$ cat config.mk
export PLATFORM = sky130hd
export DESIGN_NAME = ps2_host_tx
export DESIGN_NICKNAME = d
export VERILOG_FILES = /design/src/rtl/ps2_pkg.sv /design/src/rtl/ps2_line_filter.sv /design/src/rtl/ps2_host_tx.sv
export SDC_FILE = /design/constraint.sdc
export NUM_CORES = 1
export LEC_CHECK = 0
export ABC_AREA = 0
export BUFFER_PORTS_ARGS = -buffer_cell sky130_fd_sc_hd__buf_2
export CORE_MARGIN = 2
export CORE_UTILIZATION = 66
export CTS_CLUSTER_SIZE = 10
export DETAILED_ROUTE_END_ITERATION = 8
export GPL_TIMING_DRIVEN = 0
export PLACE_DENSITY = 0.85
export SLEW_MARGIN = 5
export SYNTH_ARGS = -nofsm -noshare
export SYNTH_HDL_FRONTEND = slang
export SYNTH_SLANG_ARGS = --single-unit
$ cat constraint.sdc
create_clock -name clk_50MHz -period 5.6 [get_ports clk_50MHz]
set_input_delay 0.56 -clock clk_50MHz [delete_from_list [all_inputs] [get_ports clk_50MHz]]
set_output_delay 0.56 -clock clk_50MHz [all_outputs]
set_load 0.1 [all_outputs]
$ cat src/rtl/ps2_pkg.sv
// PS/2 shared types, command bytes and timing helper.
// Imported by the host transmitter and the keyboard receiver.
package ps2_pkg;

    typedef enum logic [2:0] {
        IDLE,
        INHIBIT,
        REQ,
        SHIFT,
        ACK,
        WAIT_IDLE,
        DONE
    } ps2_tx_state_e;

    localparam logic [7:0] PS2_CMD_SET_LED   = 8'hED;
    localparam logic [7:0] PS2_CMD_RESET     = 8'hFF;
    localparam logic [7:0] PS2_CMD_TYPEMATIC = 8'hF3;
    localparam logic [7:0] PS2_ACK_BYTE      = 8'hFA;

    function automatic int unsigned us_to_cycles(
        input int unsigned clk_hz,
        input int unsigned us
    );
        logic [63:0] prod;
        prod = 64'(clk_hz) * 64'(us);
        return 32'(prod / 64'd1_000_000);
    endfunction

endpackage

$ cat src/rtl/ps2_line_filter.sv
// PS/2 line conditioner: 2-flop synchronizer, glitch filter, fall strobe.
// Idle level is 1; used for both the clock and the data line.
module ps2_line_filter #(
    parameter int unsigned FILTER_LEN = 8
) (
    input  logic clk_i,
    input  logic rst_ni,
    input  logic line_i,
    output logic level_o,
    output logic fall_o
);

    localparam int unsigned   CW   = $clog2(FILTER_LEN + 1);
    localparam logic [CW-1:0] LAST = CW'(FILTER_LEN - 1);

    logic          s1_q;
    logic          s2_q;
    logic          level_q;
    logic          fall_q;
    logic [CW-1:0] cnt_q;
    logic [CW-1:0] cnt_d;
    logic          flip;

    // Count consecutive samples that disagree with the accepted level.
    always_comb begin
        flip  = 1'b0;
        cnt_d = '0;
        if (s2_q != level_q) begin
            if (cnt_q == LAST) begin
                flip = 1'b1;
            end else begin
                cnt_d = cnt_q + 1'b1;
            end
        end
    end

    always_ff @(posedge clk_i or negedge rst_ni) begin
        if (!rst_ni) begin
            s1_q    <= 1'b1;
            s2_q    <= 1'b1;
            level_q <= 1'b1;
            fall_q  <= 1'b0;
            cnt_q   <= '0;
        end else begin
            s1_q   <= line_i;
            s2_q   <= s1_q;
            cnt_q  <= cnt_d;
            fall_q <= flip & level_q;
            if (flip) begin
                level_q <= s2_q;
            end
        end
    end

    assign level_o = level_q;
    assign fall_o  = fall_q;

endmodule

$ cat src/rtl/ps2_host_tx.sv
// PS/2 host-to-device command transmitter with ACK check and timeouts.
// Open-drain: the *_oe outputs only ever pull a line low.
module ps2_host_tx
    import ps2_pkg::*;
#(
    parameter int unsigned CLK_HZ            = 50_000_000,
    parameter int unsigned INHIBIT_US        = 120,
    parameter int unsigned START_TIMEOUT_US  = 15000,
    parameter int unsigned PACKET_TIMEOUT_US = 2000,
    parameter int unsigned FILTER_LEN        = 8
) (
    input  logic       clk_50MHz,
    input  logic       reset,
    input  logic [7:0] tx_data,
    input  logic       tx_valid,
    output logic       tx_ready,
    input  logic       ps2_clk_in,
    input  logic       ps2_data_in,
    output logic       ps2_clk_oe,
    output logic       ps2_data_oe,
    output logic       rx_inhibit,
    output logic       tx_done,
    output logic       tx_ack_ok,
    output logic       tx_error
);

    localparam int unsigned INH_CYC   = us_to_cycles(CLK_HZ, INHIBIT_US);
    localparam int unsigned START_CYC = us_to_cycles(CLK_HZ, START_TIMEOUT_US);
    localparam int unsigned PKT_CYC   = us_to_cycles(CLK_HZ, PACKET_TIMEOUT_US);
    localparam int unsigned MAX_A     = (INH_CYC > START_CYC) ? INH_CYC : START_CYC;
    localparam int unsigned MAX_CYC   = (MAX_A > PKT_CYC) ? MAX_A : PKT_CYC;
    localparam int unsigned TW        = $clog2(MAX_CYC + 1);

    logic clk_lvl;
    logic clk_fall;
    logic data_lvl;
    logic unused_data_fall;

    ps2_line_filter #(
        .FILTER_LEN(FILTER_LEN)
    ) u_clk_filt (
        .clk_i  (clk_50MHz),
        .rst_ni (reset),
        .line_i (ps2_clk_in),
        .level_o(clk_lvl),
        .fall_o (clk_fall)
    );

    ps2_line_filter #(
        .FILTER_LEN(FILTER_LEN)
    ) u_data_filt (
        .clk_i  (clk_50MHz),
        .rst_ni (reset),
        .line_i (ps2_data_in),
        .level_o(data_lvl),
        .fall_o (unused_data_fall)
    );

    ps2_tx_state_e state_q;
    logic [TW-1:0] tmr_q;
    logic [3:0]    idx_q;
    logic [7:0]    data_q;
    logic          par_q;
    logic          ack_q;
    logic          ready_q;
    logic          inh_q;
    logic          clk_oe_q;
    logic          data_oe_q;
    logic          done_q;
    logic          ack_ok_q;
    logic          err_q;
    logic          timed;
    logic          expired;

    // One shared down-counter serves the inhibit time and both timeouts.
    assign timed   = (state_q == REQ) || (state_q == SHIFT) ||
                     (state_q == ACK) || (state_q == WAIT_IDLE);
    assign expired = timed && (tmr_q == '0);

    always_ff @(posedge clk_50MHz or negedge reset) begin
        if (!reset) begin
            state_q   <= IDLE;
            tmr_q     <= '0;
            idx_q     <= '0;
            data_q    <= '0;
            par_q     <= 1'b0;
            ack_q     <= 1'b0;
            ready_q   <= 1'b1;
            inh_q     <= 1'b0;
            clk_oe_q  <= 1'b0;
            data_oe_q <= 1'b0;
            done_q    <= 1'b0;
            ack_ok_q  <= 1'b0;
            err_q     <= 1'b0;
        end else if (expired) begin
            clk_oe_q  <= 1'b0;
            data_oe_q <= 1'b0;
            done_q    <= 1'b1;
            ack_ok_q  <= 1'b0;
            err_q     <= 1'b1;
            state_q   <= DONE;
        end else begin
            if (timed) begin
                tmr_q <= tmr_q - 1'b1;
            end
            unique case (state_q)
                IDLE: begin
                    if (tx_valid) begin
                        data_q    <= tx_data;
                        par_q     <= ~^tx_data;
                        tmr_q     <= TW'(INH_CYC - 1);
                        clk_oe_q  <= 1'b1;
                        data_oe_q <= (INH_CYC <= 1);
                        ready_q   <= 1'b0;
                        inh_q     <= 1'b1;
                        state_q   <= INHIBIT;
                    end
                end
                INHIBIT: begin
                    if (tmr_q == '0) begin
                        clk_oe_q <= 1'b0;
                        tmr_q    <= TW'(START_CYC - 1);
                        state_q  <= REQ;
                    end else begin
                        if (tmr_q == TW'(1)) begin
                            data_oe_q <= 1'b1;
                        end
                        tmr_q <= tmr_q - 1'b1;
                    end
                end
                REQ: begin
                    if (clk_fall) begin
                        idx_q   <= '0;
                        tmr_q   <= TW'(PKT_CYC - 1);
                        state_q <= SHIFT;
                    end
                end
                SHIFT: begin
                    if (clk_fall) begin
                        idx_q <= idx_q + 1'b1;
                        if (idx_q == 4'd9) begin
                            data_oe_q <= 1'b0;
                            state_q   <= ACK;
                        end else if (idx_q == 4'd8) begin
                            data_oe_q <= ~par_q;
                        end else begin
                            data_oe_q <= ~data_q[idx_q[2:0]];
                        end
                    end
                end
                ACK: begin
                    if (clk_fall) begin
                        ack_q   <= ~data_lvl;
                        state_q <= WAIT_IDLE;
                    end
                end
                WAIT_IDLE: begin
                    if (clk_lvl && data_lvl) begin
                        done_q   <= 1'b1;
                        ack_ok_q <= ack_q;
                        err_q    <= ~ack_q;
                        state_q  <= DONE;
                    end
                end
                DONE: begin
                    done_q   <= 1'b0;
                    ack_ok_q <= 1'b0;
                    err_q    <= 1'b0;
                    ready_q  <= 1'b1;
                    inh_q    <= 1'b0;
                    state_q  <= IDLE;
                end
                default: begin
                    state_q <= IDLE;
                end
            endcase
        end
    end

    assign tx_ready    = ready_q;
    assign rx_inhibit  = inh_q;
    assign ps2_clk_oe  = clk_oe_q;
    assign ps2_data_oe = data_oe_q;
    assign tx_done     = done_q;
    assign tx_ack_ok   = ack_ok_q;
    assign tx_error    = err_q;

endmodule
* Word-level counts from Yosys, hierarchy flattened *
Index checks and enable logic that the tools add are counted.

cells by class
  add/subtract/negate cells = 4
  order comparisons = 1
  eq/ne operators = 25
  muxes and demuxes = 50
  bitwise logic cells = 6
  reductions and logical operators = 21

operator list
  kind                                                                     number
  20-bit 2-to-1 mux                                                        4
  20-bit case mux with 3 select lines                                      1
  3-bit 2-to-1 mux                                                         8
  4-bit 2-to-1 mux                                                         6
  1-bit 2-to-1 mux                                                         21
  20-bit by 1-bit == test with 1-bit output, second input constant         1
  20-bit zero test                                                         1
  20-bit by 1-bit subtractor with 20-bit output, second input constant     1
  3-bit case mux with 6 select lines                                       1
  3-bit by 2-bit inequality test with 1-bit output, second input constant  5
  4-bit by 1-bit adder with 4-bit output, second input constant            3
  3-bit inequality test, second input constant                             4
  1-bit case mux with 2 select lines                                       6
  3-bit AND reduction                                                      4
  3-bit == test, second input constant                                     3
  4-bit by 3-bit == test with 1-bit output, second input constant          2
  4-bit == test, second input constant                                     2
  4-bit case mux with 2 select lines                                       1
  8-bit XNOR reduction                                                     1
  7-bit AND reduction                                                      1
  3-bit by 2-bit == test with 1-bit output, second input constant          2
  3-bit nonzero test                                                       2
  1-bit NOT                                                                5
  5-bit AND reduction                                                      1
  other kinds (15)                                                         21

storage, ports and cells
  flip-flop bits (word level) = 59
  input port bits = 13
  output and inout bits = 7

* Longest topological paths before layout *
  word-level depth = 8
  mapped depth = 9
  depth with buffers taken out = 8

* By module *
From an unflattened synthesis, not the netlist that was laid out.

unflattened totals
  cells, all modules = 394
  area, all modules = 3734.8 um^2

by module, submodules not included
  module           times used  cells each  area an instance (um^2)  seq. area each (um^2)
  ps2_host_tx      1           352         3091.7                   1102.3
  ps2_line_filter  2           21          321.6                    203.9

* Worst setup path before layout *
Ideal clock, no wire load.

  path type = register to register
  from = register tmr_q[4]
  to = register tmr_q[18]
  setup time = 0.129 ns
  arrival = 1.880 ns
  setup slack = 3.591 ns
  cell stages (with the launch flop) = 9
  path through = dfrtp_1 -> buf_6 -> or4_4 -> or3_1 -> clkbuf_2 -> nor3_1 -> nor4_1 -> o21ai_0 -> o21ai_0

on the way
  word-level cells in the longest chain between the ends = 4
  elaborated cells between the ends (all ways) = 8
  classes of those cells = add/sub (1); mux (5); reduce/logical (2)

RTL lines
  what                                           RTL line                                source
  from (decl)                                    ps2_host_tx.sv:60                       logic [TW-1:0] tmr_q;
  from (signal assigned)                         ps2_host_tx.sv:104                      tmr_q <= tmr_q - 1'b1;
  from (signal assigned)                         ps2_host_tx.sv:111                      tmr_q <= TW'(INH_CYC - 1);
  from (signal assigned)                         ps2_host_tx.sv:122                      tmr_q <= TW'(START_CYC - 1);
  20-bit by 1-bit subtractor with 20-bit output  ps2_host_tx.sv:104, ps2_host_tx.sv:128
  20-bit 2-to-1 mux                              ps2_host_tx.sv:103                      if (timed) begin
  20-bit 2-to-1 mux, on equally long branches    ps2_host_tx.sv:132, ps2_host_tx.sv:108
  20-bit case mux with 3 select lines            ps2_host_tx.sv:106                      unique case (state_q)

Several ways; a longest one is shown, not always the timed one.
A chain may end at the register's enable or synchronous reset.

* Worst setup path after layout *
  from = register tmr_q[7]
  to = register tmr_q[3]

on the way
  word-level cells in the longest chain between the ends = 3
  elaborated cells between the ends (all ways) = 4
  classes of those cells = mux (2); reduce/logical (2)

RTL lines
  what                                 RTL line                               source
  20-bit zero test *                   ps2_host_tx.sv:78, ps2_host_tx.sv:120
  20-bit 2-to-1 mux                    ps2_host_tx.sv:120                     if (tmr_q == '0) begin
  20-bit case mux with 3 select lines  ps2_host_tx.sv:106

Mark *: on every way between the ends. The rest lies on a longest branch, timed or not.

==> results_dict.tcl <==
set metrics [dict create \
    crit_buf_inv 2 \
    synth_top_family_by_area "simple AND/OR/NAND/NOR gates" \
    fin_setup_tns_ns 0 \
    holdBufCountCts 0 \
    dp_cells 475 \
    rr_endpoint "tmr_q[3]" \
    htreeDepth 3 \
    dpl.hpwl_um 6070 \
    firstDrtPassIters 9 \
    power_density_nw_per_um2 448 \
    syn_to_final_growth_pct 12.2 \
    die_y_um 76.4 \
    yosysWarnings 0 \
    synth_top_area_share_pct 37.6 \
    startpoint_type "register" \
    instances_no_fill 491 \
    drt_iter0_markers 487 \
    cts_tree "done" \
    ys_dominant_reg_cell "dfrtp_1" \
    drc_errors 0 \
    fin_skew_ns 0.0126 \
    cts_root_buffer "clkbuf_8" \
    cp.arrival_ns 2.66 \
    syn_area_per_cell_um2 8.96 \
    antenna_found_initial 0 \
    drv_cap 0 \
    rsz0062_at_grt "no" \
    ys_types 68 \
    crit_slowest_cell "o21ai_0" \
    end_kind "register" \
    path_cells "buf_6, nor4_2, nand3b_2, o21ai_0, o31a_1, buf_4, or3_1, nand3_1" \
    status "finished clean" \
    synth_compound_area_share_pct 17.4 \
    synthXorXnorAreaFrac_pct 3.54 \
    synth.mux.area_fraction_pct 2.53 \
    setup_viol 0 \
    io_buffers 19 \
    synth_edf_count 0 \
    critPathKind "register to register" \
    grt_first_pass_wirelength_um 15000 \
    clk_pin_slew_ns 0.07 \
    post_cts_buffers 0 \
    path_max_fanout 10 \
    core_area_um2 5070 \
    worstSkewPairLatency_ns 0.36 \
    cts_buffer_depth 2 \
    slew_headroom_pct 40.0 \
    vdd_drop_max_mv 0.329 \
    top_level_ports 20 \
    wl_um 8880 \
    synthArstFlopShare_pct 100 \
    cts_buffers 9 \
    synthCells 386 \
    total_leakage_power_nw 1.64 \
    synth_nets 406 \
    yosys-top-cells-count "nand2_1, dfrtp_1, nor2_1, o21ai_0, a21oi_1" \
    reg2reg_slack_ns 3.17 \
    tightest_slew_ns 0.891 \
    wire_per_inst_um 18.1 \
    synth.most_common_cell "nand2_1" \
    dieArea_um2 5840 \
    min_period_ns 2.43 \
    grt_pass1_vias 3109 \
    cp.required_ns 5.82 \
    ys_top_cells_by_area "dfrtp_1, nand2_1, dfstp_2, o21ai_0, nor2_1" \
    grt.total_usage_pct 32.7 \
    cts-resized-gates 0 \
    numClockSinks 59 \
    max_freq_ghz 0.411 \
    via_per_inst 6.53 \
    worstReg2RegStart "tmr_q[7]" \
    worstHoldPathType "input port to async pin" \
    rows 26 \
    gp_congestion 0.938 \
    syn-cell-area_um2 3460 \
    cp_slowest_stage_delay_ns 0.45 \
    vias 3205 \
    synthAdderAreaFrac_pct 2.53 \
    finalCritPeriodShare_pct 43.4 \
    die_x_um 76.4 \
    synthSimpleGateAreaFrac_pct 27.6 \
    finalHoldViolations 0 \
    drv_slew 0 \
    synth_area_leader_cell "dfrtp_1" \
    crit_family "simple AND/OR/NAND/NOR gates" \
    initial_core_util_pct 68.2 \
    r2r_cells 8 \
    grt_max_degree 60 \
    finalNetCount 436 \
    yosysSeqAreaShare_pct 42.9 \
    fillers 379 \
    gr-total-overflow 0 \
    drive_gt1_share_pct 16.4 \
    antenna_left 0 \
    synth_seq_cells 59 \
    antenna_cells 0 \
]
## per-stage QoR
step / util (%) / setup slack (ns) / area (µm²) / power [mW] / hold WS [ns]
3_5_place_dp: 71.8 / 3.24 / 3640 / 1.27 / 0.355
5_1_grt: 76.5 / 3.02 / 3880 / 1.83 / 0.292
4_1_cts: 76.4 / 3.22 / 3880 / 1.72 / 0.298
2_1_floorplan: - / 3.59 / 3460 / 1.13 / 0.264
6_report: 76.5 / 3.17 / 3880 / 1.74 / 0.268
3_3_place_gp: 71.8 / 3.25 / 3640 / 1.24 / 0.346
## cells by family (layout without fill, tap and decap cells)
kind of cell | count (synthesis) | after routing
buf+inv | 26 | 61
simple gates | 180 | 180
mux | 6 | 6
fa+ha+maj | 7 | 7
compound gates | 94 | 94
flops | 59 | 59
xor+xnor | 14 | 14
## cells in the final DEF, fill, tap and decap left out, drive strengths merged, types with 3 or more instances in the layout
cell type  instances
or2                3
buf               25
or4                3
o21a               4
a31oi              6
a21oi             21
clkbuf            23
nand2b             5
o211ai             5
or3                7
nand3             13
nand4              6
nor4               8
a211o              6
nor3              16
nor2              36
nor2b              6
dfrtp             52
o21ai             32
nor3b              4
o31ai              3
ha                 7
dfstp              7
xor2               3
inv                9
xnor2             11
nand2             63
## registers in the layout (all words and copies together), names as in the netlist, 3 cells and up
| register | cells |
|---|---|
| tmr_q | 20 |
| state_q | 3 |
| data_q | 8 |
| u_data_filt.cnt_q | 4 |
| u_clk_filt.cnt_q | 4 |
| idx_q | 4 |
## worst max path at each step
stage / from / end / cells past startpoint
after floorplan: tmr_q[4] / tmr_q[18] / 8
after global placement: tmr_q[7] / tmr_q[3] / 8
after detailed placement: tmr_q[7] / tmr_q[3] / 8
after CTS: tmr_q[7] / tmr_q[3] / 8
after global routing: tmr_q[7] / tmr_q[0] / 8
final: tmr_q[7] / tmr_q[3] / 8
## metal layers
| layer | global-route usage [%] | wire length, µm | part of all wire (%) | vias up |
|---|---|---|---|---|
| li1 | - | - | - | 1458 |
| met1 | 42.1 | 3580 | 40 | 1512 |
| met2 | 51.5 | 4190 | 47 | 199 |
| met3 | 8.41 | 803 | 9.0 | 36 |
| met4 | 16.5 | 310 | 3.5 | 0 |
| met5 | 0 | 0 | 0 | - |
## where the power goes
part           switching [mW]  internal [mW]
logic                   0.383          0.210
registers               0.124          0.560
clock network           0.185          0.276
## final cells by class
| cell class | instances | area [µm²] | area share [%] |
|---|---|---|---|
| multi-input cells | 301 | 1850 | 47.8 |
| flip-flops and latches | 59 | 1490 | 38.3 |
| clock buffers | 11 | 151 | 3.90 |
| repair buffers | 19 | 97.6 | 2.52 |
| plain buffers | 18 | 91.3 | 2.35 |
| well taps | 70 | 87.6 | 2.26 |
| clock inverters | 5 | 83.8 | 2.16 |
| inverters | 8 | 30.0 | 0.774 |
Note: power is estimated with default switching activity, not from simulation.
